### src/rtl/gpio_input_event_unit.sv
// ----------------------------------------------------------------------------
// gpio_input_event_unit
//
// Receive side of the pad-to-GPIO path. Every pad input is brought into the
// clock domain through a synchroniser chain. Each pin can optionally be
// glitch-filtered. Filtering runs off a shared prescaled tick and accepts a
// new value only after FILT_LEN consecutive differing ticks. Per-pin
// edge/level events are derived from the filtered value. They are held in
// sticky write-1-to-clear status bits and ORed into a single interrupt.
//
// Parameters
//   NGPIO        number of GPIO pins
//   SYNC_STAGES  synchroniser depth (>= 2)
//   FILT_LEN     consecutive differing ticks needed to accept a new value (>= 1)
//
// Ports
//   clk_i        system clock
//   rst_i        asynchronous, active-high reset
//   pad_i        raw pad inputs, asynchronous to clk_i
//   filt_en_i    per-pin glitch-filter enable
//   prescale_i   filter tick divider, one tick every prescale_i+1 cycles
//   inttype_i    per-pin event type, 2 bits per pin: 00 rise, 01 fall,
//                10 high, 11 low
//   en_i         per-pin event enable (gates new status sets only)
//   clr_i        per-pin write-1-to-clear pulse for status
//   gpio_in_o    synchronised / filtered pin value
//   status_o     sticky event status
//   irq_o        OR of all status bits
// ----------------------------------------------------------------------------
module gpio_input_event_unit #(
    parameter int NGPIO       = 65,
    parameter int SYNC_STAGES = 2,
    parameter int FILT_LEN    = 3
) (
    input  logic                 clk_i,
    input  logic                 rst_i,
    input  logic [NGPIO-1:0]     pad_i,
    input  logic [NGPIO-1:0]     filt_en_i,
    input  logic [7:0]           prescale_i,
    input  logic [2*NGPIO-1:0]   inttype_i,
    input  logic [NGPIO-1:0]     en_i,
    input  logic [NGPIO-1:0]     clr_i,
    output logic [NGPIO-1:0]     gpio_in_o,
    output logic [NGPIO-1:0]     status_o,
    output logic                 irq_o
);

    localparam int CW = $clog2(FILT_LEN) + 1;
    localparam logic [CW-1:0] FILT_LAST = CW'(FILT_LEN - 1);

    logic [NGPIO-1:0]         sync_q [SYNC_STAGES];
    logic [NGPIO-1:0]         sync_s;
    logic [7:0]               pre_cnt_q;
    logic                     tick;
    logic [NGPIO-1:0]         stable_q;
    logic [NGPIO-1:0]         stable_d;
    logic [NGPIO-1:0][CW-1:0] filt_cnt_q;
    logic [NGPIO-1:0][CW-1:0] filt_cnt_d;
    logic [NGPIO-1:0]         event_hit;
    logic [NGPIO-1:0]         status_q;
    logic [NGPIO-1:0]         status_d;

    // Synchroniser chain: stage 0 samples the raw pads and the last stage is
    // the first value considered safe to use in this clock domain.
    always_ff @(posedge clk_i or posedge rst_i) begin
        if (rst_i) begin
            for (int i = 0; i < SYNC_STAGES; i++) begin
                sync_q[i] <= '0;
            end
        end else begin
            sync_q[0] <= pad_i;
            for (int i = 1; i < SYNC_STAGES; i++) begin
                sync_q[i] <= sync_q[i-1];
            end
        end
    end

    assign sync_s = sync_q[SYNC_STAGES-1];

    // The tick uses a >= compare rather than ==. If software lowers
    // prescale_i below the running count, the next cycle ticks and the
    // counter restarts instead of wrapping through 255.
    assign tick = (pre_cnt_q >= prescale_i);

    // Free-running prescaler shared by all pin filters.
    always_ff @(posedge clk_i or posedge rst_i) begin
        if (rst_i) begin
            pre_cnt_q <= '0;
        end else if (tick) begin
            pre_cnt_q <= '0;
        end else begin
            pre_cnt_q <= pre_cnt_q + 8'd1;
        end
    end

    // Per-pin glitch filter. An unfiltered pin follows the synchroniser
    // output directly, and its counter is held at zero. That is also why
    // toggling the enable always restarts counting from zero. A filtered pin
    // only moves on ticks. A tick that agrees with the current value
    // restarts the run. FILT_LEN consecutive disagreeing ticks accept the
    // new value.
    always_comb begin
        stable_d   = stable_q;
        filt_cnt_d = filt_cnt_q;
        for (int k = 0; k < NGPIO; k++) begin
            if (!filt_en_i[k]) begin
                stable_d[k]   = sync_s[k];
                filt_cnt_d[k] = '0;
            end else if (tick) begin
                if (sync_s[k] == stable_q[k]) begin
                    filt_cnt_d[k] = '0;
                end else if (filt_cnt_q[k] == FILT_LAST) begin
                    stable_d[k]   = sync_s[k];
                    filt_cnt_d[k] = '0;
                end else begin
                    filt_cnt_d[k] = filt_cnt_q[k] + CW'(1);
                end
            end
        end
    end

    // Filter state registers.
    always_ff @(posedge clk_i or posedge rst_i) begin
        if (rst_i) begin
            stable_q   <= '0;
            filt_cnt_q <= '0;
        end else begin
            stable_q   <= stable_d;
            filt_cnt_q <= filt_cnt_d;
        end
    end

    // Events are taken from the value about to be registered (stable_d)
    // against the current one. This makes status and gpio_in_o change on the
    // same clock edge.
    always_comb begin
        event_hit = '0;
        for (int k = 0; k < NGPIO; k++) begin
            case (inttype_i[2*k +: 2])
                2'b00:   event_hit[k] =  stable_d[k] & ~stable_q[k];
                2'b01:   event_hit[k] = ~stable_d[k] &  stable_q[k];
                2'b10:   event_hit[k] =  stable_d[k];
                default: event_hit[k] = ~stable_d[k];
            endcase
        end
    end

    // Sticky W1C status. The set term is ORed in after the clear, so a new
    // event in the same cycle as a clear wins. A persisting level therefore
    // re-asserts the bit immediately.
    assign status_d = (status_q & ~clr_i) | (event_hit & en_i);

    // Status register.
    always_ff @(posedge clk_i or posedge rst_i) begin
        if (rst_i) begin
            status_q <= '0;
        end else begin
            status_q <= status_d;
        end
    end

    // The interrupt is a pure OR of registered status, so it cannot glitch
    // on input activity.
    assign gpio_in_o = stable_q;
    assign status_o  = status_q;
    assign irq_o     = |status_q;

endmodule

### config.mk
export PLATFORM = sky130hd
export DESIGN_NAME = gpio_input_event_unit
export DESIGN_NICKNAME = d
export VERILOG_FILES = /design/src/rtl/gpio_input_event_unit.sv
export SDC_FILE = /design/constraint.sdc
export NUM_CORES = 1
export LEC_CHECK = 0
export CORE_UTILIZATION = 25
export CTS_BUF_LIST = sky130_fd_sc_hd__clkbuf_16
export CTS_CLUSTER_DIAMETER = 100
export DETAILED_ROUTE_END_ITERATION = 10
export PLACE_DENSITY = 0.53
export SLEW_MARGIN = 20
export SYNTH_ARGS = -nofsm -noshare
export SYNTH_HDL_FRONTEND = slang
export SYNTH_SLANG_ARGS = --single-unit
### constraint.sdc
create_clock -name clk_i -period 24.9 [get_ports clk_i]
set_input_delay 4.98 -clock clk_i [delete_from_list [all_inputs] [get_ports clk_i]]
set_output_delay 4.98 -clock clk_i [all_outputs]
set_load 0.02 [all_outputs]
==> reports/qor.txt <==
status = finished clean
Max Cap Viol = 0
Die Ht = 309 µm
Ys Warns = 0
DRT Wirelength = 73,500 µm
Crit. End Element = output port
CTS tree = built
synthesized flop and latch total = 463
Max Fanout on Critical Path = 3
Net Count, Synth = 2,832
RSZ-0062 raised after global routing = false
Starting Density = 25.2%
# DRC = 0
All-Layer GR Usage = 15.0%
worst hold stages = 0
post-cts sizing count = 0
period utilization = 34.4%
first-pass GRT wire length = 112,000 µm
Layout area overhead = 36.8%
max-slew violations = 0
worst min path class = flop to flop
Max clock buf depth = 3
antenna violations before repair = 8
Die Wd = 309 µm
die area = 95,200 µm²
CP Class = flop to output port
DP HPWL = 54,500 µm
core area = 93,200 µm²
Flop pwr share = 40.6%
worst setup margin = 16,330 ps
clock share of power = 36.9%
share of flip-flops with an asynchronous set or reset = 100%
r2r worst-path depth = 10
number of fill cells in the layout = 9,474
number of DRC markers in iteration 0 = 1,053
Power per Cell Area = 69.7 nW/µm²
slew of the pin with the lowest slew margin = 974 ps
Setup TNS = 0 ps
# hold bufs at CTS = 0
Gate Count Post-Synth = 2,423
GRT overflow = 0
H-tree depth = 2
vias per inst = 4.71
relative slew slack = 35.1%
EDFF count, synth = 0
WP data required = 19,920 ps
Worst-path clk slew = 60 ps
critical path data arrival time = 3590 ps
Wirelength per Cell = 17.2 µm
sw frac = 32.2%
largest net degree at the start of global routing = 157
clock sink total = 463
post-synth cell types = 54
fraction of layout cells with a size suffix above 1 = 4.31%
Ports = 531
register area share after synthesis = 49.3%
maximum clock rate = 0.117 GHz
hold_ws = 327 ps
# rows = 112
gp weighted congestion = 0.794
antenna viol nets, final = 0
Non-Filler Instances = 4,275
P_int = 1520 µW
PortBufs = 530
vias in the first global route = 19,400
Logic pwr share = 22.6%
clock insertion delay at the later pin of the skew report = 610 ps
via count = 20,100
final number of setup-violating endpoints = 0
pre-CTS setup slack = 16,030 ps
skew final = 23.0 ps
post-layout min period = 8570 ps
startpoint types = flop
Leakage = 0.0141 µW
cell area after synthesis = 23,500 µm²
Mean Syn Cell Area = 9.70 µm²
CTS root buffer = clkbuf_16
Hold Vio Cnt, Final = 0
Tot Pwr = 2240 µW
Num CTS Buffers = 57
NetSw = 722 µW
post-CTS setup buffer count = 0
DRT Pass-1 Iters = 7
Cell Count Post-Placement = 4,167
dominant synthesized flop cell = dfrtp_1
worst vdd ir = 0.0569 mV
Nets = 3,381
final cells by class:
class / count / area, µm² / share of cell area, %
timing repair buffer: 545 / 5460 / 17.0
antenna: 3 / 7.51 / 0.0234
inverter: 214 / 811 / 2.52
multi-input combinational: 1691 / 10900 / 33.8
clock inverter: 46 / 372 / 1.16
tap: 1254 / 1570 / 4.88
sequential: 463 / 11600 / 36.0
clock buffer: 59 / 1480 / 4.59
worst max-delay path: stages, from the launching register on:
cell	delay [ps]
dfrtp_1	440
nor4_2	840
nand4_1	400
nor4_1	580
nand4_1	150
clkdlybuf4s50_1	570
cell families after synthesis:
logic type | synth area share [%]
AND/OR/NAND/NOR | 17.3
AO/OA/AOI/OAI | 25.4
flip-flops | 49.3
buffers and inverters | 4.51
XOR/XNOR | 3.02
adder cells (fa/ha/maj) | 0.479
metrics by stage:
step           instance area, µm²  util [%]
6_report                    32100      34.5
5_1_grt                     32100      34.5
3_5_place_dp                30300      32.5
3_3_place_gp                30300      32.5
4_1_cts                     32100      34.5
2_1_floorplan               23500         -
state kept, by name, indices dropped and copies added (netlist names):
name and count:
gpio_in_o 65, filt_cnt_q 195, status_o 65, sync_q 65, pre_cnt_q 8, sync_s 65
cell usage in the layout, fill, tap and decap left out, types with 36 or more instances in the layout:
cell type / n
a32o_1: 86
dfrtp_1: 463
nand2_1: 286
nand3_1: 52
a21o_1: 36
clkdlybuf4s50_1: 530
a21oi_1: 57
a22o_1: 86
nor3b_1: 44
nor2_1: 164
o211a_1: 66
a21boi_0: 43
xor2_1: 70
a211oi_1: 47
clkbuf_16: 59
nor2b_1: 144
o21ai_0: 136
inv_1: 220
final timing paths:
check,start,endpoint,slack [ps]
min reg2reg,sync_q[73],sync_s[8],330
min in group asynchronous,rst_i,filt_cnt_q[166],4880
max reg2reg,pre_cnt_q[0],status_o[61],20980
max,status_o[34],irq_o,16330
min,sync_q[73],sync_s[8],330
max in group asynchronous,rst_i,gpio_in_o[37],17840
synthesized netlist by cell type, types with 31 or more instances:
master,instances,area share (%)
a21boi_0,43,1.4
nor4_1,31,0.83
nand3_1,52,1.1
nand2_1,286,4.6
nor2b_1,144,3.8
o211ai_1,35,1.1
a211oi_1,47,1.5
a221o_1,31,1.3
buf_2,34,0.72
nor3b_1,44,1.4
dfrtp_1,463,49
o211a_1,66,2.8
nor2_1,165,2.6
a21oi_1,57,1.2
xor2_1,70,2.6
o21ai_0,136,2.9
a22o_1,86,3.2
a32o_1,86,3.7
inv_1,214,3.4
a21o_1,36,1.2
metal layers:
| metal | up-vias | GRT usage (%) | part of all wire (%) |
|---|---|---|---|
| li1 | 9947 | - | - |
| met1 | 9593 | 19.5 | 44 |
| met2 | 516 | 25.2 | 48 |
| met3 | 84 | 3.37 | 6.2 |
| met4 | 8 | 3.41 | 1.7 |
| met5 | - | 0 | 0.097 |
power by group through the flow:
stage	logic, µW	clock network [µW]	registers (µW)
floorplan	270	0	920
global placement	508	0	924
detailed placement	511	0	923
CTS	513	861	910
global route	552	888	922
finish	505	826	909
Power figures use the tool's default switching activity.
